### src/rtl/univ_reg_pkg.sv
// Shared mode codes, state encoding and helpers for the universal register.
package univ_reg_pkg;

   localparam logic [2:0] MODE_HOLD   = 3'd0;
   localparam logic [2:0] MODE_LOAD   = 3'd1;
   localparam logic [2:0] MODE_TOGGLE = 3'd2;
   localparam logic [2:0] MODE_SHL    = 3'd3;
   localparam logic [2:0] MODE_SHR    = 3'd4;
   localparam logic [2:0] MODE_ROTL   = 3'd5;
   localparam logic [2:0] MODE_ROTR   = 3'd6;
   localparam logic [2:0] MODE_CLEAR  = 3'd7;

   typedef enum logic {
      ST_IDLE,
      ST_STEP
   } state_e;

   function automatic logic is_shift(input logic [2:0] mode);
      return (mode >= MODE_SHL) && (mode <= MODE_ROTR);
   endfunction

endpackage

### src/rtl/univ_reg_step.sv
// Combinational single-step datapath: next register value and the displaced bit.
module univ_reg_step
   import univ_reg_pkg::*;
#(
   parameter int unsigned WIDTH = 8
) (
   input  logic [WIDTH-1:0] q,
   input  logic [2:0]       mode,
   input  logic [WIDTH-1:0] d,
   input  logic             ser_in,
   output logic [WIDTH-1:0] next_q,
   output logic             shift_bit
);

   always_comb begin
      next_q    = q;
      shift_bit = 1'b0;
      unique case (mode)
         MODE_HOLD:   next_q = q;
         MODE_LOAD:   next_q = d;
         MODE_TOGGLE: next_q = q ^ d;
         MODE_SHL: begin
            next_q    = {q[WIDTH-2:0], ser_in};
            shift_bit = q[WIDTH-1];
         end
         MODE_SHR: begin
            next_q    = {ser_in, q[WIDTH-1:1]};
            shift_bit = q[0];
         end
         MODE_ROTL: begin
            next_q    = {q[WIDTH-2:0], q[WIDTH-1]};
            shift_bit = q[WIDTH-1];
         end
         MODE_ROTR: begin
            next_q    = {q[0], q[WIDTH-1:1]};
            shift_bit = q[0];
         end
         MODE_CLEAR:  next_q = '0;
         default:     next_q = q;
      endcase
   end

endmodule

### src/rtl/univ_reg.sv
// Universal register: load/toggle/clear plus multi-cycle shift/rotate with
// serial in/out and a start/busy/done handshake.
module univ_reg
   import univ_reg_pkg::*;
#(
   parameter int unsigned         WIDTH     = 8,
   parameter logic [WIDTH-1:0]    RESET_VAL = '0,
   localparam int unsigned        AW        = $clog2(WIDTH) + 1
) (
   input  logic             clk,
   input  logic             reset,
   input  logic             set,
   input  logic             start,
   input  logic [2:0]       mode,
   input  logic [WIDTH-1:0] d,
   input  logic [AW-1:0]    amt,
   input  logic             ser_in,
   output logic [WIDTH-1:0] q,
   output logic [WIDTH-1:0] qb,
   output logic             ser_out,
   output logic             busy,
   output logic             done
);

   state_e           state_q, state_d;
   logic [AW-1:0]    rem_q, rem_d;
   logic [2:0]       mode_q, mode_d;
   logic [WIDTH-1:0] q_d;
   logic             ser_out_d, done_d;
   logic [2:0]       step_mode;
   logic [WIDTH-1:0] step_q;
   logic             step_bit;

   // The accept edge uses the live mode; STEP edges replay the captured one.
   assign step_mode = (state_q == ST_STEP) ? mode_q : mode;

   univ_reg_step #(
      .WIDTH (WIDTH)
   ) u_step (
      .q         (q),
      .mode      (step_mode),
      .d         (d),
      .ser_in    (ser_in),
      .next_q    (step_q),
      .shift_bit (step_bit)
   );

   always_comb begin
      state_d   = state_q;
      rem_d     = rem_q;
      mode_d    = mode_q;
      q_d       = q;
      ser_out_d = ser_out;
      done_d    = 1'b0;
      unique case (state_q)
         ST_IDLE: begin
            if (start) begin
               if (!is_shift(mode)) begin
                  q_d    = step_q;
                  done_d = 1'b1;
               end else if (amt == '0) begin
                  done_d = 1'b1;
               end else begin
                  q_d       = step_q;
                  ser_out_d = step_bit;
                  if (amt == AW'(1)) begin
                     done_d = 1'b1;
                  end else begin
                     rem_d   = amt - AW'(1);
                     mode_d  = mode;
                     state_d = ST_STEP;
                  end
               end
            end
         end
         ST_STEP: begin
            q_d       = step_q;
            ser_out_d = step_bit;
            rem_d     = rem_q - AW'(1);
            if (rem_q == AW'(1)) begin
               state_d = ST_IDLE;
               done_d  = 1'b1;
            end
         end
         default: state_d = ST_IDLE;
      endcase
   end

   always_ff @(posedge clk) begin
      if (reset) begin
         state_q <= ST_IDLE;
         rem_q   <= '0;
         mode_q  <= MODE_HOLD;
         q       <= RESET_VAL;
         ser_out <= 1'b0;
         busy    <= 1'b0;
         done    <= 1'b0;
      end else if (set) begin
         // Abort anything in flight; ser_out deliberately keeps its value.
         state_q <= ST_IDLE;
         rem_q   <= '0;
         q       <= '1;
         busy    <= 1'b0;
         done    <= 1'b0;
      end else begin
         state_q <= state_d;
         rem_q   <= rem_d;
         mode_q  <= mode_d;
         q       <= q_d;
         ser_out <= ser_out_d;
         busy    <= (state_d == ST_STEP);
         done    <= done_d;
      end
   end

   assign qb = ~q;

endmodule

### config.mk
export PLATFORM = sky130hd
export DESIGN_NAME = univ_reg
export DESIGN_NICKNAME = d
export VERILOG_FILES = /design/src/rtl/univ_reg_pkg.sv /design/src/rtl/univ_reg_step.sv /design/src/rtl/univ_reg.sv
export SDC_FILE = /design/constraint.sdc
export NUM_CORES = 1
export LEC_CHECK = 0
export CAP_MARGIN = 20
export CORE_MARGIN = 10
export CORE_UTILIZATION = 25
export DETAILED_ROUTE_END_ITERATION = 12
export PLACE_DENSITY = 0.49
export SETUP_SLACK_MARGIN = 0.05
export SYNTH_ARGS = -nofsm -noshare
export SYNTH_HDL_FRONTEND = slang
export SYNTH_HIERARCHICAL = 1
export SYNTH_SLANG_ARGS = --single-unit
### constraint.sdc
create_clock -name clk -period 2.65 [get_ports clk]
set_input_delay 0.53 -clock clk [delete_from_list [all_inputs] [get_ports clk]]
set_output_delay 0.53 -clock clk [all_outputs]
set_load 0.01 [all_outputs]
==> results of run 1 <==
-- power by group through the flow --
stage,logic [mW],clock network (mW),registers (mW)
3_5_place_dp,0.321,0,0.326
5_1_grt,0.350,0.203,0.324
2_1_floorplan,0.174,0,0.320
4_1_cts,0.322,0.194,0.320
6_report,0.320,0.185,0.320
3_3_place_gp,0.322,0,0.327
-- through the flow --
step / setup slack (ps) / instances / utilization / area, um2 / power, mW
2_1_floorplan: 325.9 / 197 / - / 1578 / 0.4946
3_3_place_gp: 109.4 / 316 / 0.3520 / 2121 / 0.6494
3_5_place_dp: 108.1 / 316 / 0.3520 / 2121 / 0.6472
4_1_cts: 364.1 / 319 / 0.3588 / 2162 / 0.8361
5_1_grt: 166.3 / 319 / 0.3588 / 2162 / 0.8769
6_report: 346.6 / 319 / 0.3588 / 2162 / 0.8251
-- flip-flops by register name, summed over array words and instances (netlist names) --
register,flops
mode_q,3
ser_out,1
rem_q,4
state_q,1
done,1
q,8
-- Yosys cell counts (2+ instances only) --
cell       instances
nor2_1             7
a22oi_1            4
a2bb2oi_1          6
o221ai_1           2
nor4_1             8
inv_1             15
o2111a_1           2
nand3_1            4
ha_1               5
and3b_1            2
nand2_1            5
a22o_1             2
dfxtp_1           18
a211oi_1           3
clkinv_1           2
o21ai_0           15
nor3_1             2
clkbuf_1           5
nand2b_1           7
a21oi_1           14
buf_2              3
a311oi_1           8
and2_1             6
xor2_1             2
nor2b_1            5
nor4b_1            3
or2_2              2
mux2_2             3
or3_1              2
buf_6              4
nor3b_1            7
mux2i_1            2
-- kinds of logic (layout without fill, tap and decap cells) --
family          Yosys count  after routing
mux                       5              5
buf+inv                  29             76
simple gates             67             67
compound gates           70             70
flops                    18             18
xor+xnor                  3              3
fa+ha+maj                 5              5
-- critical path, stage by stage --
cell and delay (ps):
clkdlybuf4s50_1 480, mux2_2 250, buf_12 180, nor2b_1 280, buf_4 180, nand2_1 50
a32oi_1 200, nor4_1 80, a311oi_1 230
-- metal layers --
layer  track usage  wire, um  vias up
li1              -         -      841
met1        0.1313      2459      767
met2        0.1508      2231       28
met3       0.01522       198        2
met4       0.03308        41        0
met5             0         0        -
-- placed cells by master, fill, tap and decap left out, types with 2 or more instances in the layout --
cell,count
clkdlybuf4s50_1,38
and3b_1,2
nor2b_1,5
nand3_1,4
o21ai_0,15
nor4b_1,3
a22o_1,2
o221ai_1,2
mux2_2,3
nor3_1,2
a21oi_1,14
dfxtp_1,18
inv_1,15
mux2i_1,2
clkinv_1,2
nand2_1,5
a211oi_1,3
o2111a_1,2
a22oi_1,4
and2_1,6
clkbuf_8,3
nor4_1,8
ha_1,5
a311oi_1,8
nor3b_1,7
or2_2,2
or3_1,2
nand2b_1,7
xor2_1,2
a2bb2oi_1,6
buf_4,17
nor2_1,7
-- worst paths after layout --
path / end / slack [ps]
worst max register to register: q[2] / 450
worst min register to register: mode_q[2] / 480
worst min-delay path: mode_q[2] / 480
worst max-delay path: q[4] / 350
-- final cells by class --
| class | count | area [um2] | share of cell area |
|---|---|---|---|
| flip-flops and latches | 18 | 360.3 | 0.1667 |
| multi-input cells | 150 | 1075 | 0.4971 |
| inverters | 17 | 63.81 | 0.02951 |
| clock buffers | 3 | 41.29 | 0.01910 |
| well taps | 75 | 93.84 | 0.04340 |
| repair buffers | 56 | 528.0 | 0.2442 |
==> results.txt, run 1 <==
----------------------------------------------------
[Logic synthesis]
  Count of distinct cell types in the synthesized netlist ... 54
  Post-synthesis share of cell area spent on and, or, nand and nor gates ... 0.2649
  Combinational family with the most area after synthesis ... compound AO/OA/AOI/OAI gates
  Proportion of synthesized chip area in sequential cells ... 0.2284
  Synth Flop Type ... dfxtp_1
  Largest area contributor in the netlist ... dfxtp_1
  Post-synthesis instance total ... 197
  Number of flops mapped to enable cells by yosys ... 0
  Post-synthesis compound-gate area fraction ... 0.3259
  Average cell area after synthesis ... 8.009 um2
  Mux contribution to synthesized area ... 0.03410
  Cells taking the most area after synthesis ... dfxtp_1, o21ai_0, a21oi_1
  Number of nets produced by synthesis ... 222
  Post-synthesis share of cell area spent on xor and xnor gates ... 0.01665
  Adder-Cell Fraction of Synth Area ... 0.03965
  Ys async rst share ... 0
  Synthesized area ... 1578 um2
  Syn. warnings ... 6
  Proportion of netlist area held by the largest area contributor ... 0.2284
  Register bit count reported by yosys ... 18

[Clocking]
  Maximum buffer depth of the clock tree ... 2
  Post-CTS repair timing setup buffer count ... 0
  Clock Latency Late Sink ... 250 ps
  CTS H-tree lvls ... 1
  Post-CTS clock slew at the launch and capture registers of the worst setup and hold paths ... 70 ps
  Hold buffer count at CTS ... 0
  Clock tree from TritonCTS ... built
  Number of clock buffers inserted by TritonCTS ... 3
  Count of instances resized after the clock tree is built ... 0
  Root Buffer ... clkbuf_8
  TritonCTS Sinks ... 18

[Floorplanning]
  Die span in y ... 99.44 um
  I/O pin total ... 39
  Floorplan Core Area ... 6026 um2
  Starting density of the core ... 0.2618
  Area of the die ... 9888 um2
  Number of placement rows ... 28
  Die Span X ... 99.44 um

[Critical path]
  Endpoint required time on the critical path ... 2810 ps
  Worst setup path startpoint ... mode[0]
  Launching element type of the critical path ... input port
  Cell depth of the worst flop-to-flop path ... 8
  Launching point of the worst reg2reg path ... state_q
  Crit-path max FO ... 28
  Critical Setup Path Class ... input port to register
  Endpoint class of the critical path ... register
  Data arrival at the endpoint of the critical path ... 2460 ps

[Job]
  Number of violations of the max-capacitance limit ... 0

[Power and ir drop]
  Switch Pwr ... 264.2 uW
  Sw Share ... 0.3203
  Worst-case vdd ir drop ... 0.0001206 V
  Proportion of power drawn by combinational gates ... 0.388
  Total internal power ... 560.8 uW
  Clock Power Share ... 0.225
  Power per cell area ... 381.6 nW/um2
  Seq pwr share ... 0.388
  Leakage dissipation ... 0.8167 nW

[Timing]
  Setup_tns ... 0 ps
  Final Hold Violating Endpoints ... 0
  RSZ-0062 raised after global routing ... no
  Post-route clock skew ... 2.265 ps
  Fmax ... 0.4341 GHz
  Final Max Tran Viols ... 0
  Count of endpoints failing setup in the final report ... 0
  Post-layout minimum cycle time ... 2303 ps
  Final worst hold slack ... 476.7 ps
  Crit share post-route ... 0.8692
  Worst slew pin tran ... 700.8 ps
  Worst slew margin relative to its limit ... 0.5328

[Min path]
  Worst min-delay path startpoint ... mode_q[2]
  Class of the tightest hold or removal check ... register to register
  Number of instances on the worst hold path ... 2

[Route]
  Antenna viol nets, final ... 0
  WL final ... 4930 um
  Avg Vias per Cell ... 5.135
  Number of remaining DRC errors ... 0
  Initial DRC Count ... 83
  Routed WL per cell ... 15.45 um
  Total via count after detailed routing ... 1638
  Pre-Repair DR Iteration Count ... 4

[Cells and area]
  Diode count ... 0
  Number of nets in the layout ... 271
  Fill count ... 662
  Share of post-route cells with drive strength above 1 ... 0.1311
  Area Growth Syn to Fin ... 37.03%

[Place]
  Port Buffer Count ... 38
  Detailed placer's ending HPWL ... 3919 um
  Placer congestion estimate ... 0.7451

[Status]
  Run status ... complete, no violations

[GRT]
  Vias in the first global route ... 1634
  Wire length of the first global-routing pass ... 8231 um
  GRT Util Overall ... 0.09687
  Overflow left after global routing ... 0
  Antenna violations before repair ... 0
  Pin count of the biggest net entering global routing ... 29

----------------------------------------------------
(Power assumes the default switching activity.)
==> run 2, diff against run 1 <==
Settings changed: CORE_MARGIN 10 to 2.
==> results.txt, run 2 (synthesis gave the netlist of run 1 again) <==
----------------------------------------------------
[Floorplanning]
  Floorplan Core Area ... 6026 um2 (unchanged)
  I/O pin total ... 39 (unchanged)
  Die Span X ... 83.44 um (-16%)
  Number of placement rows ... 28 (unchanged)
  Area of the die ... 6962 um2 (-30%)
  Starting density of the core ... 0.2618 (unchanged)
  Die span in y ... 83.44 um (-16%)

[Clocking]
  Clock tree from TritonCTS ... built
  Hold buffer count at CTS ... 0 (unchanged)
  Number of clock buffers inserted by TritonCTS ... 3 (unchanged)
  TritonCTS Sinks ... 18 (unchanged)
  CTS H-tree lvls ... 1 (unchanged)
  Clock Latency Late Sink ... 250 ps (about the same)
  Root Buffer ... clkbuf_8
  Post-CTS clock slew at the launch and capture registers of the worst setup and hold paths ... 70 ps (about the same)
  Maximum buffer depth of the clock tree ... 2 (unchanged)
  Count of instances resized after the clock tree is built ... 0 (unchanged)
  Post-CTS repair timing setup buffer count ... 0 (unchanged)

[Power and ir drop]
  Worst-case vdd ir drop ... 0.0001158 V (-4.0%)
  Leakage dissipation ... 0.8069 nW (-1.2%)
  Power per cell area ... 384.4 nW/um2 (+0.73%)
  Total chip power ... 823.4 uW (-0.20%)

[Critical path]
  Worst setup path startpoint ... mode[0]
  Cell with the biggest individual delay on the critical path ... clkdlybuf4s50_1
  Crit Reg-Reg Endpoint ... q[4]
  R2R setup slack ... 530 ps (+80 ps)
  Worst-path cell chain ... clkdlybuf4s50_1 > mux2_2 > buf_4 > and2_1 > o21ai_0 > a32oi_1 > nor4_1 > a311oi_1
  Cell depth of the worst flop-to-flop path ... 7 (-1)
  Stage delay of the slowest cell on the critical path ... 430 ps (-50 ps)
  Endpoint class of the critical path ... register
  Launching element type of the critical path ... input port
  Endpoint required time on the critical path ... 2780 ps (-30 ps)
  Launching point of the worst reg2reg path ... state_q
  Data arrival at the endpoint of the critical path ... 2440 ps (-20 ps)
  Crit-path max FO ... 14 (-50%)
  Critical Setup Path Class ... input port to register

[Cells and area]
  Max reg flops ... 8 (unchanged)
  Most frequent cells in the layout ... clkdlybuf4s50_1, dfxtp_1, buf_4, inv_1, o21ai_0
  Footprint of the multi-input gates ... 1075 um2 (unchanged)
  Area Growth Syn to Fin ... 35.77%
  Regs by FF count ... q x8, rem_q x4, mode_q x3
  Post-layout instance area ... 2142 um2 (-0.93%)
  Most flops, register ... q
  Post-route insts no fill ... 318 (-0.31%)
  Leading cell type in the layout, fill and taps excluded ... clkdlybuf4s50_1
  Footprint of the flip-flops and latches ... 360.3 um2 (unchanged)
  Diode count ... 0 (unchanged)
  Share of post-route cells with drive strength above 1 ... 0.1276 (-0.003576)
  Number of nets in the layout ... 270 (-0.37%)
  Fill count ... 654 (-1.2%)

[GRT]
  GRT Util Overall ... 0.1290 (+0.03209)
  Fraction of met1 tracks used by global routing ... 0.1970 (+0.06568)
  Vias in the first global route ... 1486 (-9.1%)
  Global routing usage on met2 ... 0.1921 (+0.04128)
  Wire length of the first global-routing pass ... 7472 um (-9.2%)
  Pin count of the biggest net entering global routing ... 15 (-48%)
  Busiest grt layer ... met1
  Global routing usage on met3 ... 0.01093 (-0.004291)
  Antenna violations before repair ... 0 (unchanged)
  Overflow left after global routing ... 0 (unchanged)

[Timing]
  Fmax ... 0.4340 GHz (about the same)
  Setup_tns ... 0 ps (unchanged)
  Post-route clock skew ... 2.554 ps (+0.2895 ps)
  Worst slew margin relative to its limit ... 0.5382 (+0.005361)
  Crit share post-route ... 0.8695 (about the same)
  Count of endpoints failing setup in the final report ... 0 (unchanged)
  Worst slew pin tran ... 692.7 ps (-8.042 ps)
  Post-layout minimum cycle time ... 2304 ps (+0.7900 ps)
  Final Max Tran Viols ... 0 (unchanged)
  Final Hold Violating Endpoints ... 0 (unchanged)
  RSZ-0062 raised after global routing ... no

[Route]
  Total via count after detailed routing ... 1676 (+2.3%)
  Initial DRC Count ... 120 (+45%)
  Pre-Repair DR Iteration Count ... 6 (+2)
  Routed WL per cell ... 14.33 um (-7.3%)
  Avg Vias per Cell ... 5.270 (+2.6%)
  Number of remaining DRC errors ... 0 (unchanged)
  WL final ... 4556 um (-7.6%)
  Antenna viol nets, final ... 0 (unchanged)

[Place]
  Instance count after placement with tap cells included ... 315 (-0.32%)
  Placer congestion estimate ... 0.7517 (+0.89%)
  Port Buffer Count ... 38 (unchanged)
  Detailed placer's ending HPWL ... 3474 um (-11%)
  Post-DP Area ... 2101 um2 (-0.94%)

[Min path]
  Number of instances on the worst hold path ... 2 (unchanged)
  Hold endpoint ... mode_q[2]
  Worst min-delay path startpoint ... mode_q[2]
  Class of the tightest hold or removal check ... register to register

[Status]
  Run status ... complete, no violations

[Job]
  Number of violations of the max-capacitance limit ... 0 (unchanged)

----------------------------------------------------
## run 2: cell types whose count changed in the layout (fill, tap and decap cells not counted), sizes merged
cell	change
buf	-1
## run 2: cell type report
class | instances | area share
Multi-Input combinational cell | 150 | 0.5018
Timing Repair Buffer | 55 | 0.2371
Sequential cell | 18 | 0.1682
Tap cell | 75 | 0.04381
Inverter | 17 | 0.02979
Clock buffer | 3 | 0.01928
## run 2: routing by layer
metal / vias up / routed length [um]
li1: 842 / -
met1: 783 / 2330
met2: 47 / 2033
met3: 4 / 147
met4: 0 / 44
met5: - / 0
## run 2: worst max-delay path by stage
stage | endpoint | slack [ps] | depth (start not counted)
after global routing | rem_q[0] | 210 | 7
after CTS | q[4] | 380 | 8
final | q[4] | 350 | 8
after global placement | q[4] | 70 | 8
after floorplan | q[7] | 330 | 8
after detailed placement | q[4] | 110 | 8
## run 2: critical path: cells and delay by family
family,cells,cell delay (ps)
compound gates,3,440
buf+inv,2,640
mux,1,370
simple gates,2,460
## run 2: per-stage QoR
step | setup WS (ps) | utilization | hold WS (ps)
3_5_place_dp | 108.4 | 0.3486 | 466.9
6_report | 345.8 | 0.3555 | 479.5
3_3_place_gp | 72.35 | 0.3486 | 464.4
5_1_grt | 211.8 | 0.3555 | 504.2
2_1_floorplan | 325.9 | - | 450.2
4_1_cts | 378.5 | 0.3555 | 476.0
## run 2: power breakdown
part | internal [mW] | total, mW | switching, mW | leakage (nW)
clock | 0.101 | 0.192 | 0.0908 | 0.0216
combinational | 0.167 | 0.313 | 0.146 | 0.637
sequential | 0.289 | 0.319 | 0.0303 | 0.148
total | 0.557 | 0.823 | 0.267 | 0.807
==> run 3, diff against run 2 <==
Settings changed: ABC_CLOCK_PERIOD_IN_PS set to 2650, SLEW_MARGIN set to 20.
==> results of run 3 <==
The final DEF is identical to that of run 2; final timing and power are the same.
